$ cat config.mk
export PLATFORM = sky130hd
export DESIGN_NAME = matmul_scheduler_flat
export DESIGN_NICKNAME = d
export VERILOG_FILES = /design/src/rtl/matmul_scheduler_if.sv /design/src/rtl/matmul_scheduler.sv /design/src/flat_wrapper.sv
export SDC_FILE = /design/constraint.sdc
export NUM_CORES = 1
export LEC_CHECK = 0
export CORE_MARGIN = 4
export CORE_UTILIZATION = 53
export DETAILED_ROUTE_END_ITERATION = 16
export GPL_ROUTABILITY_DRIVEN = 0
export HOLD_SLACK_MARGIN = 0.06
export PLACE_DENSITY = 0.83
export REMOVE_ABC_BUFFERS = 1
export SLEW_MARGIN = 20
export SYNTH_ARGS = -nofsm -noshare
export SYNTH_HDL_FRONTEND = slang
export SYNTH_SLANG_ARGS = --single-unit
export TNS_END_PERCENT = 1
$ cat constraint.sdc
create_clock -name clk -period 2.7 [get_ports clk]
set_clock_uncertainty 0.15 [all_clocks]
set_input_delay 0.54 -clock clk [delete_from_list [all_inputs] [get_ports clk]]
set_output_delay 0.54 -clock clk [all_outputs]
set_load 0.05 [all_outputs]
$ cat src/rtl/matmul_scheduler_if.sv
`default_nettype none
// ============================================================================
// Module      : matmul_scheduler_if
// Description : Loader and element-engine handshake bundle for the matrix
//               multiply scheduler.
//               Loader channel : req_valid/req_row/req_col out,
//                                rows_valid/rows_row/rows_col back (echo).
//               Engine channel : pe_start out, pe_done back.
//               master = scheduler side, slave = loader/engine side.
// Revision    : 1.0 - initial release
// ============================================================================
interface matmul_scheduler_if #(
    parameter int MAX_SIZE_A = 32,
    parameter int MAX_SIZE_B = 32
);
    localparam int AW = $clog2(MAX_SIZE_A);
    localparam int BW = $clog2(MAX_SIZE_B);

    logic          req_valid;
    logic [AW-1:0] req_row;
    logic [BW-1:0] req_col;
    logic          rows_valid;
    logic [AW-1:0] rows_row;
    logic [BW-1:0] rows_col;
    logic          pe_start;
    logic          pe_done;

    modport master (
        output req_valid, req_row, req_col, pe_start,
        input  rows_valid, rows_row, rows_col, pe_done
    );

    modport slave (
        input  req_valid, req_row, req_col, pe_start,
        output rows_valid, rows_row, rows_col, pe_done
    );
endinterface
`default_nettype wire

$ cat src/rtl/matmul_scheduler.sv
`default_nettype none
// ============================================================================
// Module      : matmul_scheduler
// Description : Walks every (row, col) pair of an A x B product, fetching the
//               operand row/column from a loader and launching one element
//               computation per pair, with per-wait timeout protection.
// Ports       : clk, rstn (async, active-low)
//               start, rows_a, cols_b, load_complete : job request
//               bus (matmul_scheduler_if.master)     : loader + engine
//               busy, done (pulse), error (sticky), elems_done
// Revision    : 1.0 - initial release
// ============================================================================
module matmul_scheduler #(
    parameter int MAX_SIZE_A = 32,
    parameter int MAX_SIZE_B = 32,
    parameter int TIMEOUT    = 1024,
    localparam int AW = $clog2(MAX_SIZE_A),
    localparam int BW = $clog2(MAX_SIZE_B)
) (
    input  wire logic                clk,
    input  wire logic                rstn,
    input  wire logic                start,
    input  wire logic [AW:0]         rows_a,
    input  wire logic [BW:0]         cols_b,
    input  wire logic                load_complete,
    matmul_scheduler_if.master       bus,
    output logic                     busy,
    output logic                     done,
    output logic                     error,
    output logic [AW+BW:0]           elems_done
);

    localparam int TW = (TIMEOUT > 1) ? $clog2(TIMEOUT) : 1;

    localparam logic [2:0] c_IDLE        = 3'd0;
    localparam logic [2:0] c_REQ         = 3'd1;
    localparam logic [2:0] c_WAIT_DATA   = 3'd2;
    localparam logic [2:0] c_COMPUTE     = 3'd3;
    localparam logic [2:0] c_WAIT_RESULT = 3'd4;
    localparam logic [2:0] c_FINISH      = 3'd5;
    localparam logic [2:0] c_ERROR       = 3'd6;

    localparam logic [AW:0]   c_MAX_A    = (AW+1)'(MAX_SIZE_A);
    localparam logic [BW:0]   c_MAX_B    = (BW+1)'(MAX_SIZE_B);
    localparam logic [TW-1:0] c_TMO_LAST = TW'(TIMEOUT - 1);

    logic [2:0]     r_state;
    logic [AW:0]    r_rows_a;
    logic [BW:0]    r_cols_b;
    logic [AW-1:0]  r_row;
    logic [BW-1:0]  r_col;
    logic [AW+BW:0] r_elems;
    logic [TW-1:0]  r_wait;
    logic           r_error;

    logic w_start_ok;
    logic w_echo_ok;
    logic w_last_col;
    logic w_last_row;

    assign w_start_ok = load_complete
                        && (rows_a != '0) && (rows_a <= c_MAX_A)
                        && (cols_b != '0) && (cols_b <= c_MAX_B);
    assign w_echo_ok  = (bus.rows_row == r_row) && (bus.rows_col == r_col);
    assign w_last_col = ({1'b0, r_col} == (r_cols_b - 1'b1));
    assign w_last_row = ({1'b0, r_row} == (r_rows_a - 1'b1));

    always_ff @(posedge clk or negedge rstn) begin
        if (!rstn) begin
            r_state  <= c_IDLE;
            r_rows_a <= '0;
            r_cols_b <= '0;
            r_row    <= '0;
            r_col    <= '0;
            r_elems  <= '0;
            r_wait   <= '0;
            r_error  <= 1'b0;
        end else begin
            case (r_state)
                // ERROR accepts a new job exactly like IDLE does
                c_IDLE, c_ERROR: begin
                    if (start) begin
                        if (w_start_ok) begin
                            r_rows_a <= rows_a;
                            r_cols_b <= cols_b;
                            r_row    <= '0;
                            r_col    <= '0;
                            r_elems  <= '0;
                            r_error  <= 1'b0;
                            r_state  <= c_REQ;
                        end else begin
                            r_error  <= 1'b1;
                            r_state  <= c_ERROR;
                        end
                    end
                end
                c_REQ: begin
                    r_wait  <= '0;
                    r_state <= c_WAIT_DATA;
                end
                c_WAIT_DATA: begin
                    // awaited input takes priority over timeout expiry
                    if (bus.rows_valid) begin
                        if (w_echo_ok) begin
                            r_state <= c_COMPUTE;
                        end else begin
                            r_error <= 1'b1;
                            r_state <= c_ERROR;
                        end
                    end else if (r_wait == c_TMO_LAST) begin
                        r_error <= 1'b1;
                        r_state <= c_ERROR;
                    end else begin
                        r_wait <= r_wait + 1'b1;
                    end
                end
                c_COMPUTE: begin
                    r_wait  <= '0;
                    r_state <= c_WAIT_RESULT;
                end
                c_WAIT_RESULT: begin
                    if (bus.pe_done) begin
                        r_elems <= r_elems + 1'b1;
                        // the final pair is kept so the address outputs
                        // never step past the matrix bounds
                        if (w_last_col && w_last_row) begin
                            r_state <= c_FINISH;
                        end else if (w_last_col) begin
                            r_col   <= '0;
                            r_row   <= r_row + 1'b1;
                            r_state <= c_REQ;
                        end else begin
                            r_col   <= r_col + 1'b1;
                            r_state <= c_REQ;
                        end
                    end else if (r_wait == c_TMO_LAST) begin
                        r_error <= 1'b1;
                        r_state <= c_ERROR;
                    end else begin
                        r_wait <= r_wait + 1'b1;
                    end
                end
                c_FINISH: begin
                    r_state <= c_IDLE;
                end
                default: begin
                    r_state <= c_IDLE;
                end
            endcase
        end
    end

    // Outputs decode straight from registers so an asynchronous reset
    // clears them without waiting for a clock edge.
    assign bus.req_valid = (r_state == c_REQ);
    assign bus.req_row   = (r_state == c_IDLE) ? '0 : r_row;
    assign bus.req_col   = (r_state == c_IDLE) ? '0 : r_col;
    assign bus.pe_start  = (r_state == c_COMPUTE);
    assign done          = (r_state == c_FINISH);
    assign busy          = (r_state == c_REQ) || (r_state == c_WAIT_DATA)
                           || (r_state == c_COMPUTE) || (r_state == c_WAIT_RESULT)
                           || (r_state == c_FINISH);
    assign error         = r_error;
    assign elems_done    = r_elems;

endmodule
`default_nettype wire

$ cat src/flat_wrapper.sv
// flat-port wrapper written by rule: the top's interface ports become plain ports
module matmul_scheduler_flat 
#(
    parameter int MAX_SIZE_A = 32,
    parameter int MAX_SIZE_B = 32,
    parameter int TIMEOUT    = 1024,
    localparam int AW = $clog2(MAX_SIZE_A),
    localparam int BW = $clog2(MAX_SIZE_B)
)
  (clk, rstn, start, rows_a, cols_b, load_complete, busy, done, error, elems_done, bus_req_valid, bus_req_row, bus_req_col, bus_pe_start, bus_rows_valid, bus_rows_row, bus_rows_col, bus_pe_done);
  matmul_scheduler_if #(.MAX_SIZE_A(MAX_SIZE_A), .MAX_SIZE_B(MAX_SIZE_B)) bus_i ();
  input  wire logic clk;
  input  wire logic rstn;
  input  wire logic start;
  input  wire logic [AW:0] rows_a;
  input  wire logic [BW:0] cols_b;
  input  wire logic load_complete;
  output logic busy;
  output logic done;
  output logic error;
  output logic [AW+BW:0] elems_done;
  output wire logic [$bits(bus_i.req_valid)-1:0] bus_req_valid;
  output wire logic [$bits(bus_i.req_row)-1:0] bus_req_row;
  output wire logic [$bits(bus_i.req_col)-1:0] bus_req_col;
  output wire logic [$bits(bus_i.pe_start)-1:0] bus_pe_start;
  input wire logic [$bits(bus_i.rows_valid)-1:0] bus_rows_valid;
  input wire logic [$bits(bus_i.rows_row)-1:0] bus_rows_row;
  input wire logic [$bits(bus_i.rows_col)-1:0] bus_rows_col;
  input wire logic [$bits(bus_i.pe_done)-1:0] bus_pe_done;
  assign bus_req_valid = bus_i.req_valid;
  assign bus_req_row = bus_i.req_row;
  assign bus_req_col = bus_i.req_col;
  assign bus_pe_start = bus_i.pe_start;
  assign bus_i.rows_valid = bus_rows_valid;
  assign bus_i.rows_row = bus_rows_row;
  assign bus_i.rows_col = bus_rows_col;
  assign bus_i.pe_done = bus_pe_done;
  matmul_scheduler #(.MAX_SIZE_A(MAX_SIZE_A), .MAX_SIZE_B(MAX_SIZE_B), .TIMEOUT(TIMEOUT)) u_core (.clk(clk), .rstn(rstn), .start(start), .rows_a(rows_a), .cols_b(cols_b), .load_complete(load_complete), .bus(bus_i), .busy(busy), .done(done), .error(error), .elems_done(elems_done));
endmodule
---- Word-level counts from Yosys, hierarchy flattened ----
Index checks and enable logic that the tools add are counted.
word-level totals
  register bits after elaboration ......... 47
  input bits .............................. 28
  output and inout bits ................... 26
  logic and storage cells ................. 94
cells by class
  add/sub/neg operators ................... 6
  $lt $le $gt $ge ......................... 2
  eq/ne operators ......................... 19
  muxes and demuxes ....................... 35
  reductions and logical operators ........ 24
operators with widths
  operator                                                                number
  5-bit two-way mux                                                       10
  11-bit two-way mux                                                      3
  10-bit two-way mux                                                      3
  10-bit one-hot mux with 3 select lines                                  1
  11-bit one-hot mux with 2 select lines                                  1
  3-bit two-way mux                                                       7
  5-bit one-hot mux with 2 select lines                                   2
  3-bit one-hot mux with 5 select lines                                   1
  5-bit by 6-bit equality test with 1-bit output                          2
  6-bit <= comparator (second input constant)                             2
  6-bit nonzero test                                                      2
  6-bit by 1-bit subtractor with 6-bit output (second input constant)     2
  11-bit by 1-bit adder with 11-bit output (second input constant)        1
  10-bit by 1-bit adder with 10-bit output (second input constant)        1
  5-bit by 1-bit adder with 5-bit output (second input constant)          2
  10-bit equality test (second input constant)                            1
  5-bit equality test                                                     2
  2-bit != test (second input constant)                                   5
  3-bit equality test (second input constant)                             3
  4-bit AND reduction                                                     2
  3-bit by 2-bit equality test with 1-bit output (second input constant)  2
  1-bit logical AND                                                       6
  1-bit two-way mux                                                       6
  3-bit AND reduction                                                     2
  11 further kinds                                                        17

---- Logic depth before layout (Yosys ltp) ----
Gate-level depths: netlist of run 1.
  depth after elaboration ................. 8
  mapped depth ............................ 9
  gate-level depth less buffers ........... 9

---- Worst setup path before layout of run 1 ----
No wires, ideal clock.
  kind .................................... in2reg
  start ................................... in cols_b[1]
  end ..................................... reg u_core.r_row[4]
  setup time .............................. 131 ps
  arrival time ............................ 2342 ps
  data required time ...................... 2419 ps
  setup slack ............................. 76 ps
  stages .................................. 7
  path buffers ............................ 1
  cell sequence ........................... or4_4 > o21ai_2 > nand4_2 > or3_4 > buf_6 > o211a_1 > or3_1
on the way
  cells in the longest elaborated chain, start to end .. 5
  elaborated cells between the ends (all ways) .. 6
  those cells by class .................... order compare (1); eq/ne (1); reduce/logical (4)
ends and longest elaborated chain
  what                                                                         RTL line                 text
  from (decl)                                                                  flat_wrapper.sv:16       input wire logic [BW:0] cols_b;
  parallel branches: the longest is 2 deep, another holds 6-bit <= comparator  n/a
  1-bit logical AND (*)                                                        matmul_scheduler.sv:63   && (cols_b != '0) && (cols_b <= c_MAX_B);
  2-bit by 1-bit != test with 1-bit output (no line) (*)                       n/a
  6-bit AND reduction (no line) (*)                                            n/a
  to (signal assigned)                                                         matmul_scheduler.sv:130  r_row <= r_row + 1'b1;
  to (decl)                                                                    matmul_scheduler.sv:50   logic [AW-1:0] r_row;
Every way passes the cells marked *.
A chain may end at the register's enable or synchronous reset.

---- Worst setup path after layout of run 1 ----
  start ................................... in rows_a[4]
  end ..................................... reg u_core.r_row[4]
on the way
  cells in the longest elaborated chain, start to end .. 7
  elaborated cells between the ends (all ways) .. 8
  those cells by class .................... order compare (1); eq/ne (1); reduce/logical (6)
ends and longest elaborated chain
  what                                                                         RTL line                text
  from (decl)                                                                  flat_wrapper.sv:15      input wire logic [AW:0] rows_a;
  parallel branches: the longest is 2 deep, another holds 6-bit <= comparator  n/a
  1-bit logical AND (*)                                                        matmul_scheduler.sv:62  && (rows_a != '0) && (rows_a <= c_MAX_A)
  1-bit logical AND (*) (2 in a row)                                           matmul_scheduler.sv:63
  2-bit by 1-bit != test with 1-bit output (no line) (*)                       n/a
  6-bit AND reduction (no line) (*)                                            n/a
Marks and branches as above.

==> results of run 1 <==
[power by group]
group / total [W] / internal (W) / switching, W
sequential: 0.00118 / 0.000895 / 0.000281
clock: 0.000539 / 0.000279 / 0.000260
combinational: 0.00155 / 0.000678 / 0.000873
[per-stage QoR]
stage	setup TNS (ns)	instances
after global placement	-3.17	453
final	0	462
after floorplan	-2.12	310
after detailed placement	-4.49	453
after global routing	0	462
after CTS	0	462
[synth_stat cells, types with 9 or more instances]
cell type	count
sky130_fd_sc_hd__nor2b_1	17
sky130_fd_sc_hd__nand2_1	27
sky130_fd_sc_hd__inv_1	11
sky130_fd_sc_hd__nor2_1	32
sky130_fd_sc_hd__xor2_1	17
sky130_fd_sc_hd__xnor2_1	19
sky130_fd_sc_hd__clkbuf_1	9
sky130_fd_sc_hd__dfrtp_1	47
sky130_fd_sc_hd__mux2_2	9
sky130_fd_sc_hd__nor3_1	11
sky130_fd_sc_hd__nand3_1	11
sky130_fd_sc_hd__o21ai_0	18
[worst max-delay path, stage by stage]
cell and delay (ns):
sky130_fd_sc_hd__clkdlybuf4s50_1 0.45, sky130_fd_sc_hd__or4_4 0.47, sky130_fd_sc_hd__o21ai_4 0.18, sky130_fd_sc_hd__nand4_4 0.13
sky130_fd_sc_hd__or3_4 0.41, sky130_fd_sc_hd__and3_4 0.18, sky130_fd_sc_hd__or3_1 0.33
[layer usage]
metal,GRT usage,share of wire
met3,0.0401,0.051
met2,0.405,0.51
met5,0,0
met1,0.287,0.43
met4,0.0548,0.0046
[worst paths after layout]
| path | start | to | slack, ns |
|---|---|---|---|
| setup / recovery | rows_a[4] | u_core.r_row[4]$_DFFE_PN0P_ | 0.05 |
| hold / removal | cols_b[1] | u_core.r_cols_b[1]$_DFFE_PN0P_ | 0.34 |
| setup reg to reg | u_core.r_rows_a[2]$_DFFE_PN0P_ | u_core.r_row[3]$_DFFE_PN0P_ | 0.21 |
| hold reg to reg | u_core.error$_DFFE_PN0P_ | u_core.error$_DFFE_PN0P_ | 0.37 |
| max in group asynchronous | rstn | u_core.r_row[0]$_DFFE_PN0P_ | 1.59 |
| min in group asynchronous | rstn | u_core.r_wait[4]$_DFFE_PN0P_ | 0.58 |
[kinds of logic after synthesis]
kind of cell | after synthesis | share of synthesized area
and+or+nand+nor | 143 | 0.265
AOI/OAI and AO/OA | 57 | 0.129
DFF | 47 | 0.401
xor gates and xnor gates | 36 | 0.108
buffers and inverters | 23 | 0.0337
muxes | 10 | 0.0380
adders and majority gates | 6 | 0.0256
[flip-flops by register name, indices dropped and copies added, names as in the netlist]
name / flops
u_core.r_wait: 10
u_core.r_state: 3
u_core.r_col: 5
u_core.r_row: 5
u_core.r_rows_a: 6
u_core.r_cols_b: 6
u_core.elems_done: 11
u_core.error: 1
[area by class of cell]
class	instances	area (um2)
inverter	11	41.3
tap	70	87.6
sequential	47	1180
clock inverter	3	46.3
fill	381	1420
timing repair buffer	74	703
multi-input combinational	252	1700
clock buffer	5	68.8
[repair_timing]
action                                  in CTS  in global routing
endpoints found under the hold margin        9                  0
endpoints found under the setup margin       0                  6
hold buffers                                 1                  0
gates resized for setup                      0                 12
[layout by cell type (no fill, tap or decap), drive strengths merged, types with 12 or more instances in the layout]
cell type       n
dfrtp          47
buf            35
nor2           33
clkdlybuf4s50  32
nand2          27
o21ai          20
xnor2          19
nor2b          17
xor2           17
inv            12
nor3           12
nand3          12
==> results.md, run 1 <==
| Quantity | Reported | Unit |
|---|---|---|
| Status | finished, final reports clean | - |
| Total power | 0.00327 | W |
| Yosys warns | 0 | - |
| Number of antenna repair diodes | 0 | - |
| Max-slew violation count | 0 | - |
| Instance area at placement | 0.00364 | mm2 |
| Post-synth top flop | sky130_fd_sc_hd__dfrtp_1 | - |
| Number of register bits inferred by synthesis | 47 | - |
| Fin area | 0.00382 | mm2 |
| Clock sink count | 47 | - |
| Register-to-Register Path Depth | 7 | - |
| Initial DRC count | 118 | - |
| Cell depth of the worst min-delay path | 3 | - |
| Final setup violating endpoints | 0 | - |
| DRC errors left | 0 | - |
| Sequential area share after synthesis | 0.401 | - |
| Number of standard-cell rows in the floorplan | 26 | - |
| Clk pin slew, worst setup/hold paths | 0.10 | ns |
| Crit path arrival time | 2.70 | ns |
| Post-synthesis cell type count | 56 | - |
| Critical path data required time | 2.75 | ns |
| Worst Max-Slew Pin Slew | 0.514 | ns |
| Floorplan die width | 82.4 | um |
| Later-pin clock latency in the skew report | 0.31 | ns |
| Post-synth design cell area | 0.00293 | mm2 |
| Final global-route overflow total | 0 | - |
| Area of the core region | 0.00524 | mm2 |
| Floorplan die height | 82.4 | um |
| Final nets | 425 | - |
| Via count of the first global-routing pass | 2606 | - |
| Total Routed Length | 7230 | um |
| Number of maximum-capacitance constraint violations | 0 | - |
| Max Fanout on Critical Path | 4 | - |
| Number of post-CTS setup repair buffers | 0 | - |
| First-pass GRT wire length | 12000 | um |
| Ratio of total power to cell area | 855 | mW/mm2 |
| TritonCTS clock tree | done | - |
| Mean instance size in the synthesized netlist | 9.10 | um2 |
| Cell chosen for the clock root | sky130_fd_sc_hd__clkbuf_8 | - |
| Fraction of registers with async set/reset | 1.00 | - |
| Number of hold-slack violations in the final timing report | 0 | - |
| Residual antenna-violating net count after detailed routing | 0 | - |
| All-layer global routing usage | 0.228 | - |
| Vias/cell | 5.71 | - |
| Layout-stage area growth over the synthesis result | 30.3 | % |
| Worst Hold Class | primary input to flip-flop | - |
| Worst setup slack after layout | 0.0517 | ns |
| Worst Setup End Kind | flip-flop | - |
| Vias | 2639 | - |
| Maximum number of pins on one net before global-route repair | 48 | - |
| Critical path start-end classification | primary input to flip-flop | - |
| Setup repair after global routing missed its margin | no | - |
| Clock Tree Buf Depth | 2 | - |
| Detail-routed net length per standard cell | 15.7 | um |
| Ports | 54 | - |
| Number of clock buffers inserted by TritonCTS | 5 | - |
| Minimum hold slack | 0.342 | ns |
| Post-DP HPWL | 5400 | um |
| Initial core utilization | 0.560 | - |
| Initial antenna violation count | 0 | - |
| Nature of the critical path startpoint | primary input | - |
| Maximum resistive drop on vdd | 593 | uV |
| Main area contributors after synthesis | sky130_fd_sc_hd__dfrtp_1 40%, sky130_fd_sc_hd__xnor2_1 5.7%, sky130_fd_sc_hd__xor2_1 5.1%, sky130_fd_sc_hd__nor2_1 4.1%, sky130_fd_sc_hd__nor2b_1 3.6% | - |
| Number of H-tree levels | 2 | - |
| Die outline area | 0.00678 | mm2 |
| Count of port buffers added during placement | 53 | - |
| Share of layout cells above drive strength 1 | 0.168 | - |
| Synth area leader | sky130_fd_sc_hd__dfrtp_1 | - |
| First-pass detailed-route iteration total | 6 | - |
| Post-synthesis instance total | 322 | - |
| Clock period minus final worst setup slack | 2.65 | ns |
| Post-route clock period utilization | 0.981 | - |
| Top achievable clock speed | 378 | MHz |
| Post-layout utilization of the core | 0.729 | - |
| Count of flip-flops with a built-in enable after synthesis | 0 | - |
| Setup WS pre-CTS | -0.320 | ns |
| Worst slew margin | 0.656 | - |
| Leakage | 1.71 | nW |
| Top-area cell type share of the netlist area | 0.401 | - |
(Power assumes the default switching activity.)
==> run 2: changes to the inputs <==
Settings changed: CORE_UTILIZATION 53 to 60, DONT_BUFFER_PORTS set to 1, PLACE_DENSITY 0.83 to 0.78.
==> results.md, run 2 (synthesis results as in run 1) <==
| Quantity | Reported | Unit |
|---|---|---|
| Number of standard-cell rows in the floorplan | 25 | - |
| Number of standard cells in the layout, taps in and fillers out | 415 | - |
| Post-DP HPWL | 4650 | um |
| Share of layout cells above drive strength 1 | 0.170 | - |
| Maximum resistive drop on vdd | 488 | uV |
| Filler cells | 369 | - |
| Number of antenna repair diodes | 0 | - |
| Total Routed Length | 6220 | um |
| Die outline area | 0.00607 | mm2 |
| Final global-route overflow total | 0 | - |
| Max Fanout on Critical Path | 4 | - |
| Initial antenna violation count | 0 | - |
| Crit path arrival time | 2.54 | ns |
| TritonCTS clock tree | done | - |
| Number of maximum-capacitance constraint violations | 0 | - |
| Worst Hold Class | primary input to flip-flop | - |
| Worst-case register-to-register setup slack | 0.24 | ns |
| Number of H-tree levels | 2 | - |
| Ratio of total power to cell area | 909 | mW/mm2 |
| Ports | 54 | - |
| Later-pin clock latency in the skew report | 0.30 | ns |
| Worst Setup End Kind | flip-flop | - |
| Initial DRC count | 116 | - |
| Flip-flop count of the largest register, all copies and words added | 11 | - |
| Nature of the critical path startpoint | flip-flop | - |
| Top achievable clock speed | 407 | MHz |
| Number of clock buffers inserted by TritonCTS | 5 | - |
| Vias | 2409 | - |
| Layout-stage area growth over the synthesis result | 12.4 | % |
| Register-to-Register Path Depth | 8 | - |
| Post-route clock period utilization | 0.911 | - |
| Final nets | 381 | - |
| Instance area at placement | 0.00317 | mm2 |
| Leakage | 1.47 | nW |
| Cell depth of the worst min-delay path | 2 | - |
| First-pass detailed-route iteration total | 4 | - |
| Commonest non-fill, non-tap cells in the layout | 47 x sky130_fd_sc_hd__dfrtp_1, 32 x sky130_fd_sc_hd__nor2_1, 28 x sky130_fd_sc_hd__buf_4, 27 x sky130_fd_sc_hd__nand2_1, 19 x sky130_fd_sc_hd__xnor2_1 | - |
| Initial core utilization | 0.621 | - |
| Worst slew margin | 0.622 | - |
| Max-slew violation count | 0 | - |
| Critical path data required time | 2.78 | ns |
| Worst Max-Slew Pin Slew | 0.560 | ns |
| Clock period minus final worst setup slack | 2.46 | ns |
| Final setup violating endpoints | 0 | - |
| Startpoint of the lowest-slack register-to-register path | u_core.r_cols_b[0]$_DFFE_PN0P_ | - |
| Placed insts | 405 | - |
| Count of port buffers added during placement | 0 | - |
| Residual antenna-violating net count after detailed routing | 0 | - |
| Maximum number of pins on one net before global-route repair | 48 | - |
| Clock sink count | 47 | - |
| Clock Tree Buf Depth | 2 | - |
| End of the worst register-to-register path | u_core.r_row[3]$_DFFE_PN0P_ | - |
| First-pass GRT wire length | 10900 | um |
| Vias/cell | 5.80 | - |
| Via count of the first global-routing pass | 2352 | - |
| Most frequent standard cell in the layout excluding fill and tap cells | sky130_fd_sc_hd__dfrtp_1 | - |
| All-layer global routing usage | 0.220 | - |
| Endpoint, Worst Hold | u_core.r_rows_a[0]$_DFFE_PN0P_ | - |
| Hold path startpoint | rows_a[0] | - |
| Number of hold-slack violations in the final timing report | 0 | - |
| Setup repair after global routing missed its margin | no | - |
| Status | finished, final reports clean | - |
| Floorplan die height | 77.9 | um |
| Cell chosen for the clock root | sky130_fd_sc_hd__clkbuf_8 | - |
| Fin area | 0.00330 | mm2 |
| Floorplan die width | 77.9 | um |
| DRC errors left | 0 | - |
| Detail-routed net length per standard cell | 15.0 | um |
| Area of the core region | 0.00472 | mm2 |
| Clk pin slew, worst setup/hold paths | 0.08 | ns |
| Critical path start-end classification | flip-flop to flip-flop | - |
[run 2: changes by cell type in the layout (fill, tap and decap cells not counted), moves of 3 or more]
| cell | before | now |
|---|---|---|
| sky130_fd_sc_hd__buf_4 | 31 | 28 |
| sky130_fd_sc_hd__dlymetal6s2s_1 | 6 | 0 |
| sky130_fd_sc_hd__clkdlybuf4s50_1 | 32 | 0 |
| sky130_fd_sc_hd__buf_12 | 3 | 0 |
[run 2: what timing repair did]
item / 4_1_cts / 5_1_grt
resized for setup: 0 / 1
setup buffers: 0 / 0
hold buffers: 2 / 0
setup endpoints to repair: 0 / 1
endpoints found under the hold margin: 47 / 0
[run 2: per-stage QoR]
step | hold slack (ns) | setup TNS [ns] | worst slack, ns | total power [W] | util
floorplan | 0.0944 | -2.12 | -0.344 | 0.00219 | -
detailed placement | 0.0960 | 0 | 0.0906 | 0.00258 | 0.671
global placement | 0.0957 | 0 | 0.139 | 0.00254 | 0.671
finish | 0.211 | 0 | 0.241 | 0.00300 | 0.698
CTS | 0.207 | 0 | 0.206 | 0.00301 | 0.697
global route | 0.232 | 0 | 0.0233 | 0.00324 | 0.698
[run 2: worst max-delay path by stage]
stage	startpoint	end	slack, ns	cells after the start
floorplan	cols_b[1]	u_core.r_row[4]$_DFFE_PN0P_	-0.34	7
global placement	cols_b[1]	u_core.r_row[4]$_DFFE_PN0P_	0.14	6
detailed placement	cols_b[1]	u_core.r_row[1]$_DFFE_PN0P_	0.09	7
CTS	u_core.r_rows_a[2]$_DFFE_PN0P_	u_core.r_row[3]$_DFFE_PN0P_	0.21	7
global route	u_core.r_row[3]$_DFFE_PN0P_	u_core.r_row[3]$_DFFE_PN0P_	0.02	7
finish	u_core.r_cols_b[0]$_DFFE_PN0P_	u_core.r_row[3]$_DFFE_PN0P_	0.24	8
[run 2: where the power goes]
group	total (W)	leakage (nW)	internal, W	switching (W)
Combinational	0.00137	0.814	0.000592	0.000777
Sequential	0.00122	0.614	0.000893	0.000323
Clock	0.000411	0.0412	0.000181	0.000230
Total	0.00300	1.47	0.00167	0.00133
[run 2: metal layers]
layer | vias up | routed length (um) | track usage
met3 | 6 | 395 | 0.0661
li1 | 1191 | - | -
met2 | 41 | 3070 | 0.360
met5 | - | 0 | 0
met4 | 0 | 61 | 0.0664
met1 | 1171 | 2700 | 0.281
[run 2: cell type report]
cell class	instances	area (um2)	share of cell area
multi-input combinational	252	1660	0.504
tap	67	83.8	0.0254
sequential	47	1180	0.357
inverter	11	41.3	0.0125
clock inverter	2	12.5	0.00380
clock buffer	6	72.6	0.0220
timing repair buffer	30	248	0.0752
[run 2: critical path, stage by stage (launching register included)]
cell	delay, ns
sky130_fd_sc_hd__dfrtp_1	0.41
sky130_fd_sc_hd__inv_1	0.07
sky130_fd_sc_hd__ha_1	0.22
sky130_fd_sc_hd__or3_1	0.37
sky130_fd_sc_hd__a31oi_1	0.21
sky130_fd_sc_hd__and3_1	0.24
sky130_fd_sc_hd__nand3_2	0.10
sky130_fd_sc_hd__or4_1	0.47
sky130_fd_sc_hd__a21oi_1	0.15
==> run 3: changes to the inputs <==
Settings changed: GPL_ROUTABILITY_DRIVEN 0 to not set.
==> results of run 3 <==
Final layout, timing and power as in run 2 (identical DEF).
